**src/rtl/mem_arbiter.sv**
```systemverilog
// Round-robin arbiter sharing one physical-memory port between the instruction
// fetch (read-only) and load/store requesters, one transaction in flight at a time.
module mem_arbiter #(
    parameter int ADDR_W  = 64,
    parameter int DATA_W  = 64,
    parameter int TIMEOUT = 255
) (
    input  logic                clock,
    input  logic                reset,
    input  logic                ifReqValid,
    output logic                ifReqReady,
    input  logic [ADDR_W-1:0]   ifReqAddr,
    output logic                ifRespValid,
    input  logic                ifRespReady,
    output logic [DATA_W-1:0]   ifRespData,
    input  logic                lsReqValid,
    output logic                lsReqReady,
    input  logic [ADDR_W-1:0]   lsReqAddr,
    input  logic                lsReqWen,
    input  logic [DATA_W-1:0]   lsReqWdata,
    input  logic [DATA_W/8-1:0] lsReqWmask,
    output logic                lsRespValid,
    input  logic                lsRespReady,
    output logic [DATA_W-1:0]   lsRespData,
    output logic                memReqValid,
    input  logic                memReqReady,
    output logic [ADDR_W-1:0]   memReqAddr,
    output logic                memReqWen,
    output logic [DATA_W-1:0]   memReqWdata,
    output logic [DATA_W/8-1:0] memReqWmask,
    input  logic                memRespValid,
    input  logic [DATA_W-1:0]   memRespData,
    output logic                busy,
    output logic                errTimeout,
    output logic                errSpurious
);

    localparam int MASK_W = DATA_W / 8;
    localparam int CNT_W  = (TIMEOUT > 1) ? $clog2(TIMEOUT + 1) : 1;
    localparam logic [ADDR_W-1:0] ALIGN_MASK = ~((ADDR_W)'(MASK_W - 1));

    typedef enum logic [1:0] {S_IDLE, S_REQ, S_WAIT, S_RESP} state_t;

    state_t              state, state_nxt;
    logic                owner_ls, last_ls;
    logic [ADDR_W-1:0]   addr_q;
    logic                wen_q;
    logic [DATA_W-1:0]   wdata_q;
    logic [MASK_W-1:0]   wmask_q;
    logic [DATA_W-1:0]   rdata_q;
    logic [CNT_W-1:0]    cnt_q;
    logic                err_to_q, err_sp_q;

    logic                grant_if, grant_ls;
    logic [CNT_W-1:0]    cnt_inc;
    logic                timeout_hit;
    logic                owner_resp_ready;

    // On a conflict the requester that was not served last time wins.
    assign grant_ls = lsReqValid && (!ifReqValid || !last_ls);
    assign grant_if = ifReqValid && !grant_ls;

    assign cnt_inc          = cnt_q + CNT_W'(1);
    assign timeout_hit      = (TIMEOUT != 0) && (cnt_inc == CNT_W'(TIMEOUT));
    assign owner_resp_ready = owner_ls ? lsRespReady : ifRespReady;

    always_comb begin
        state_nxt = state;
        case (state)
            S_IDLE: if (grant_if || grant_ls)            state_nxt = S_REQ;
            S_REQ:  if (memReqReady)                     state_nxt = S_WAIT;
            S_WAIT: if (memRespValid || timeout_hit)     state_nxt = S_RESP;
            S_RESP: if (owner_resp_ready)                state_nxt = S_IDLE;
            default:                                     state_nxt = S_IDLE;
        endcase
    end

    always_ff @(posedge clock or negedge reset) begin
        if (!reset) begin
            state    <= S_IDLE;
            owner_ls <= 1'b0;
            last_ls  <= 1'b0;
            addr_q   <= '0;
            wen_q    <= 1'b0;
            wdata_q  <= '0;
            wmask_q  <= '0;
            rdata_q  <= '0;
            cnt_q    <= '0;
            err_to_q <= 1'b0;
            err_sp_q <= 1'b0;
        end else begin
            state <= state_nxt;
            case (state)
                S_IDLE: begin
                    if (grant_ls) begin
                        owner_ls <= 1'b1;
                        addr_q   <= lsReqAddr;
                        wen_q    <= lsReqWen;
                        wdata_q  <= lsReqWdata;
                        wmask_q  <= lsReqWmask;
                    end else if (grant_if) begin
                        owner_ls <= 1'b0;
                        addr_q   <= ifReqAddr;
                        wen_q    <= 1'b0;
                        wdata_q  <= '0;
                        wmask_q  <= '0;
                    end
                end
                S_REQ: if (memReqReady) cnt_q <= '0;
                S_WAIT: begin
                    cnt_q <= cnt_inc;
                    // A real response in the timeout cycle beats the forced one.
                    if (memRespValid) begin
                        rdata_q <= memRespData;
                    end else if (timeout_hit) begin
                        rdata_q  <= '1;
                        err_to_q <= 1'b1;
                    end
                end
                S_RESP: if (owner_resp_ready) last_ls <= owner_ls;
                default: ;
            endcase
            if (memRespValid && state != S_WAIT) err_sp_q <= 1'b1;
        end
    end

    assign ifReqReady  = (state == S_IDLE) && grant_if;
    assign lsReqReady  = (state == S_IDLE) && grant_ls;

    assign memReqValid = (state == S_REQ);
    assign memReqAddr  = addr_q & ALIGN_MASK;
    assign memReqWen   = wen_q;
    assign memReqWdata = wdata_q;
    assign memReqWmask = wmask_q;

    assign ifRespValid = (state == S_RESP) && !owner_ls;
    assign lsRespValid = (state == S_RESP) && owner_ls;
    assign ifRespData  = rdata_q;
    assign lsRespData  = rdata_q;

    assign busy        = (state != S_IDLE);
    assign errTimeout  = err_to_q;
    assign errSpurious = err_sp_q;

endmodule

```
**config.mk**
```make
export PLATFORM = sky130hd
export DESIGN_NAME = mem_arbiter
export DESIGN_NICKNAME = d
export VERILOG_FILES = /design/src/rtl/mem_arbiter.sv
export SDC_FILE = /design/constraint.sdc
export NUM_CORES = 1
export LEC_CHECK = 0
export CAP_MARGIN = 20
export CORE_AREA = 2 2 212 214
export CTS_BUF_LIST = sky130_fd_sc_hd__clkbuf_8
export CTS_CLUSTER_DIAMETER = 100
export DETAILED_ROUTE_END_ITERATION = 7
export DIE_AREA = 0 0 214 216
export PLACE_DENSITY_LB_ADDON = 0.2
export SLEW_MARGIN = 20
export SYNTH_ARGS = -nofsm -noshare
export SYNTH_HDL_FRONTEND = slang
export SYNTH_SLANG_ARGS = --single-unit
```
**constraint.sdc**
```tcl
create_clock -name clock -period 4 [get_ports clock]
set_input_delay 0.6 -clock clock [delete_from_list [all_inputs] [get_ports clock]]
set_output_delay 0.6 -clock clock [all_outputs]
set_load 0.02 [all_outputs]
```
==> results.py, run 1 <==
metrics = {
    "run_status": {
        "status": "finished, final reports clean",
    },
    "critical_path": {
        "reg2reg_depth": 5,
        "required_ns": 3.40,
        "startpoint_type": "flop",
        "rrSetupSlack_ns": 1.78,
        "worstPathArrival_ns": 2.37,
        "critPathCaptureType": "output port",
        "setup.worst_path.class": "reg2out",
        "r2r-start": "last_ls",
        "reg2reg_to": "addr_q[22]",
        "crit_fanout": 5,
        "startpoint": "state[0]",
        "crit_end": "lsReqReady",
    },
    "drt": {
        "viasPerCell": 4.248,
        "drt_wl_total_um": 35870,
        "drt_iter0_drc": 435,
        "dr.pass1.iters": 4,
        "num_vias": 8950,
        "wl_per_cell_um": 17.03,
        "route.detailed.drc": 0,
        "antenna_left": 0,
    },
    "yosys": {
        "syn_inst": 1029,
        "synthXorXnorAreaFrac": 0.001801,
        "yosysSeqAreaShare": 0.5455,
        "synth_top_family_by_area": "compound AO/OA/AOI/OAI gates",
        "synth_most_common_cell": "nand2_1",
        "synth.distinct_cells": 36,
        "synth-async-reset-ratio": 1.000,
        "syn_area_per_cell_sq_um": 9.451,
        "netlist_top_cells_count": "nand2_1 (223), dfrtp_1 (212), o21ai_0 (142)",
        "yosys_warnings": 0,
        "ys_seq_elements": 212,
        "synth_top_area_share": 0.5455,
        "synth_fa_ha_area_frac": 0.007719,
        "yosys.area.top_type": "dfrtp_1",
        "synth_ff_type": "dfrtp_1",
        "synthMuxAreaShare": 0.06844,
        "synth-compound-area-share": 0.1579,
        "yosys.area_share.simple": 0.1252,
        "synth_edf_count": 0,
        "synth.area.top_cells": "dfrtp_1 (55%), nand2_1 (8.6%), o21ai_0 (7.3%)",
        "syn-cell-area_sq_mm": 0.009726,
    },
    "finish": {
        "layout.nets": 1766,
        "synthToLayoutAreaGrowth_pct": 63.72,
        "fin_util": 0.3632,
        "multi_input_area_sq_mm": 0.003552,
        "fillers": 4480,
        "drive_above_1_share": 0.05350,
        "stdcell_count": 2107,
        "regArea_sq_mm": 0.005305,
        "stdcell_area_sq_mm": 0.01592,
    },
    "floorplan": {
        "row_count": 77,
        "fp.dieH_um": 216,
        "ios": 546,
        "start_util": 0.2219,
        "die-area_sq_mm": 0.04622,
        "core-area_sq_mm": 0.04384,
        "die_x_um": 214,
    },
    "clock_tree": {
        "ctsRootBufferMaster": "clkbuf_8",
        "clock_latency_ns": 0.58,
        "cts.sinks": 212,
        "cts_tree": "yes",
        "cts_buffers": 42,
        "clk_pin_slew_ns": 0.06,
        "cts_buffer_depth": 3,
        "htree_levels": 2,
        "cts_resized": 0,
        "postCtsSetupBuffers": 0,
        "cts_hold_buf": 0,
    },
    "power_and_ir_drop": {
        "p_per_area_mw_per_mm2": 785.5,
        "ir_drop_v": 0.0003512,
        "p_leak_nw": 6.710,
    },
    "sta": {
        "layout_min_cycle_time_ns": 2.970,
        "setup_viol": 0,
        "finalMaxSlewViolations": 0,
        "skew_ns": 0.01757,
        "min_period_over_period": 0.7424,
        "worst_pin_slew_ns": 0.8499,
        "slew_headroom": 0.4334,
        "rsz0062_at_grt": "false",
        "hold_viol_final": 0,
        "tns_ns": 0,
        "max_freq_ghz": 0.3367,
    },
    "min_path": {
        "hp-class": "in2async",
    },
    "place": {
        "placedCellCount": 2035,
        "portBuffers": 536,
        "gp_congestion": 0.7821,
        "place_area_sq_mm": 0.01513,
        "hpwl_um": 25850,
    },
    "grt": {
        "antenna_found_initial": 4,
        "grt_max_degree": 95,
        "overflow": 0,
        "track_usage": 0.1505,
        "grt_pass1_vias": 9102,
        "grt_pass1_wl_um": 54430,
    },
    "flow_run": {
        "max_cap_viol_count": 0,
    },
}
[worst max-delay path: stages, from the launching register on]
cell,delay [ns]
dfrtp_1,0.41
inv_1,0.12
ha_1,0.39
and2_4,0.24
clkdlybuf4s50_1,0.63
[layout by cell type, fill, tap and decap left out, types with 5 or more instances in the layout]
cell type        count
dfrtp_1            212
ha_1                 5
o22ai_1             64
clkbuf_8            46
inv_1               26
buf_4               13
a21oi_1             67
nor2_1              71
clkdlybuf4s50_1    534
nand2_1            221
o21ai_0            142
mux2i_1             65
[kinds of logic (layout without fill, tap and decap cells)]
family,count (synthesis),after routing
AND/OR/NAND/NOR,312,312
adder cells (fa/ha/maj),6,6
AO/OA/AOI/OAI,284,284
multiplexers,66,66
buffers and inverters,146,629
XOR/XNOR,2,2
other,1,4
flip-flops,212,212
[state kept, by name, indices dropped and copies added (netlist names)]
| signal | flops |
|---|---|
| errTimeout | 1 |
| state | 2 |
| owner_ls | 1 |
| memReqWen | 1 |
| addr_q | 61 |
| memReqWmask | 8 |
| last_ls | 1 |
| cnt_q | 8 |
| memReqWdata | 64 |
| errSpurious | 1 |
| ifRespData | 64 |
[report_power, final]
group,leakage [nW],internal [mW],switching (mW)
sequential,2.71,3.12,0.732
combinational,3.53,3.01,3.51
clock,0.469,1.18,0.960
[per-layer routing]
metal  wire, um  global-route usage  vias to the layer above
met4        905             0.04965                        4
li1           -                   -                     4354
met3       3395             0.06357                       48
met2      16920              0.2472                      355
met5         24                   0                        -
met1      14630              0.1770                     4189
[per-stage QoR]
stage	total power, mW	setup WS (ns)	hold slack [ns]
6_report	12.51	1.030	0.04812
5_1_grt	13.36	0.8664	0.06602
2_1_floorplan	7.397	1.992	0.3044
3_3_place_gp	10.40	1.042	0.4566
3_5_place_dp	10.49	1.001	0.4629
4_1_cts	12.74	0.9312	0.04010
[worst min-delay path by stage]
stage | end | depth (start not counted)
after CTS | ifRespData[52] | 1
after detailed placement | errTimeout | 1
after global placement | errTimeout | 1
after global routing | ifRespData[52] | 1
after floorplan | addr_q[10] | 0
final | ifRespData[52] | 1
[final cells by class]
| class | instances | share of cell area |
|---|---|---|
| antenna | 1 | 0.0001572 |
| clock buffer | 46 | 0.03976 |
| clock inverter | 25 | 0.01006 |
| inverter | 7 | 0.001650 |
| multi-input combinational | 673 | 0.2231 |
| sequential | 212 | 0.3332 |
| tap | 592 | 0.04652 |
| timing repair buffer | 551 | 0.3456 |
Power figures use the tool's default switching activity.
==> inputs of run 2 (changes only) <==
- clock period: 4 -> 2.4 ns (I/O delays scaled with it)
==> run 2 against run 1 <==
Sequential power rose by 66%. First-iteration DRC count grew 5.7%. Clock power increased by 67%. Register-to-register slack lost 1.4 ns. Routed wire length fell by 0.65%. Non-clock buffer count is 8 higher. Global-route usage is essentially flat. Cell count rose by 0.24%. Die area unchanged. Via count increased by 0.21%. Sequential share of layout area decreased by 0.31 points.
==> results.py, run 2 (synthesis results as in run 1) <==
metrics = {
    "run_status": {
        "status": "finished, final reports clean",
    },
    "finish": {
        "synthToLayoutAreaGrowth_pct": 65.28,
        "layout.nets": 1773,
        "drive_above_1_share": 0.06320,
        "final_cell_mix": "clkdlybuf4s50_1 (528), nand2_1 (221), dfrtp_1 (212), o21ai_0 (142), nor2_1 (71)",
        "final_common_cell": "clkdlybuf4s50_1",
    },
    "critical_path": {
        "reg2reg_depth": 5,
        "critPathCaptureType": "output port",
        "crit_fanout": 3,
        "startpoint": "state[0]",
        "reg2reg_to": "ifRespData[17]",
        "startpoint_type": "flop",
        "rrSetupSlack_ns": 0.42,
        "worstPathArrival_ns": 1.90,
        "r2r-start": "state[0]",
        "required_ns": 2.04,
        "setup.worst_path.class": "reg2out",
    },
    "power_and_ir_drop": {
        "p_leak_nw": 6.786,
        "ir_drop_v": 0.0005344,
        "clkPwrFrac": 0.170,
        "finalPower_mw": 21.00,
        "netSwitchingPower_mw": 8.693,
        "p_int_mw": 12.30,
        "comb_power_share": 0.525,
        "swShare": 0.4140,
        "p_per_area_mw_per_mm2": 1306,
        "power_frac_seq": 0.304,
    },
    "sta": {
        "min_period_over_period": 0.9408,
        "rsz0062_at_grt": "false",
        "hold_viol_final": 0,
        "setup_viol": 0,
        "layout_min_cycle_time_ns": 2.258,
        "slew_headroom": 0.4394,
        "max_freq_ghz": 0.4429,
        "tns_ns": 0,
        "finalMaxSlewViolations": 0,
        "worst_pin_slew_ns": 0.8408,
        "skew_ns": 0.01929,
    },
    "drt": {
        "num_vias": 8969,
        "route.detailed.drc": 0,
        "drt_iter0_drc": 460,
        "antenna_left": 0,
        "drt_wl_total_um": 35640,
        "dr.pass1.iters": 4,
        "viasPerCell": 4.247,
        "wl_per_cell_um": 16.88,
    },
    "clock_tree": {
        "ctsRootBufferMaster": "clkbuf_8",
        "cts_buffer_depth": 3,
        "htree_levels": 2,
        "cts.sinks": 212,
        "clock_latency_ns": 0.58,
        "cts_tree": "yes",
        "clk_pin_slew_ns": 0.05,
        "cts_buffers": 41,
    },
    "floorplan": {
        "die_x_um": 214,
        "die-area_sq_mm": 0.04622,
        "ios": 546,
        "fp.dieH_um": 216,
        "row_count": 77,
        "start_util": 0.2219,
        "core-area_sq_mm": 0.04384,
    },
    "flow_run": {
        "max_cap_viol_count": 0,
    },
    "grt": {
        "track_usage": 0.1509,
        "grt_pass1_vias": 9100,
        "grt_max_degree": 148,
        "grt_pass1_wl_um": 54460,
        "antenna_found_initial": 3,
        "overflow": 0,
    },
    "min_path": {
        "hold_depth": 2,
        "hp-start": "memRespValid",
        "worstHoldEndpoint": "errSpurious",
        "hp-class": "in2reg",
    },
    "place": {
        "hpwl_um": 26100,
        "portBuffers": 536,
        "gp_congestion": 0.7680,
    },
}
==> run 2: cell types whose count changed in the layout (fill, tap and decap cells not counted), sizes merged, moves of 3 or more <==
cell and change:
clkbuf +5, clkdlybuf4s50 -6, buf +7, inv -6
dlygate4sd2 +3
==> run 2: through the flow <==
stage | hold slack (ns) | instances | setup WS, ns | util | instance area, sq um
2_1_floorplan | 0.06441 | 1031 | 0.5122 | - | 9733
3_3_place_gp | 0.3244 | 2042 | 0.08414 | 0.3483 | 15270
3_5_place_dp | 0.3255 | 2042 | 0.06741 | 0.3483 | 15270
4_1_cts | 0.08736 | 2111 | 0.05332 | 0.3667 | 16080
5_1_grt | 0.1194 | 2112 | 0.0006792 | 0.3667 | 16070
6_report | 0.1439 | 2112 | 0.1421 | 0.3667 | 16070
==> run 2: worst max-delay path by stage <==
stage | to | slack [ns] | cells past startpoint
after floorplan | state[1] | 0.51 | 7
after detailed placement | lsReqReady | 0.07 | 4
after global placement | lsReqReady | 0.08 | 4
after global routing | busy | 0.0007 | 5
after CTS | busy | 0.05 | 5
final | busy | 0.14 | 5
==> run 2: layout make-up <==
class | instances | area [sq um]
clock inverters | 18 | 110.1
inverters | 7 | 26.28
diodes | 1 | 2.502
repair buffers | 559 | 5647
well taps | 592 | 740.7
multi-input cells | 673 | 3555
clock buffers | 50 | 688.2
fillers | 4580 | 27760
flip-flops and latches | 212 | 5305
==> run 2: power by group through the flow <==
stage	Clock, mW	Sequential, mW	Combinational, mW
6_report	3.58	6.39	11.0
5_1_grt	3.91	6.65	11.9
4_1_cts	3.76	6.40	11.2
3_5_place_dp	0	6.42	11.2
3_3_place_gp	0	6.36	11.1
2_1_floorplan	0	8.09	4.24
==> run 2: what timing repair did <==
item                                    in CTS  in global routing
buffers inserted                             0                  0
gates resized for setup                     12                  1
hold endpoints to repair                    48                  0
endpoints found under the setup margin       6                  1
hold buffers                                 1                  0
==> run 2: metal layers <==
layer  vias up  GRT usage  share of wire
met5         -          0        0.00036
met4         2    0.04196          0.019
met2       348     0.2537           0.48
met1      4213     0.1772           0.41
met3        48    0.06145          0.090
li1       4358          -              -
==> run 2: worst max-delay path, cell delays in order, from the launching register on <==
cell	delay [ns]
dfrtp_1	0.40
inv_1	0.12
ha_2	0.26
buf_4	0.17
inv_1	0.07
clkdlybuf4s15_2	0.29
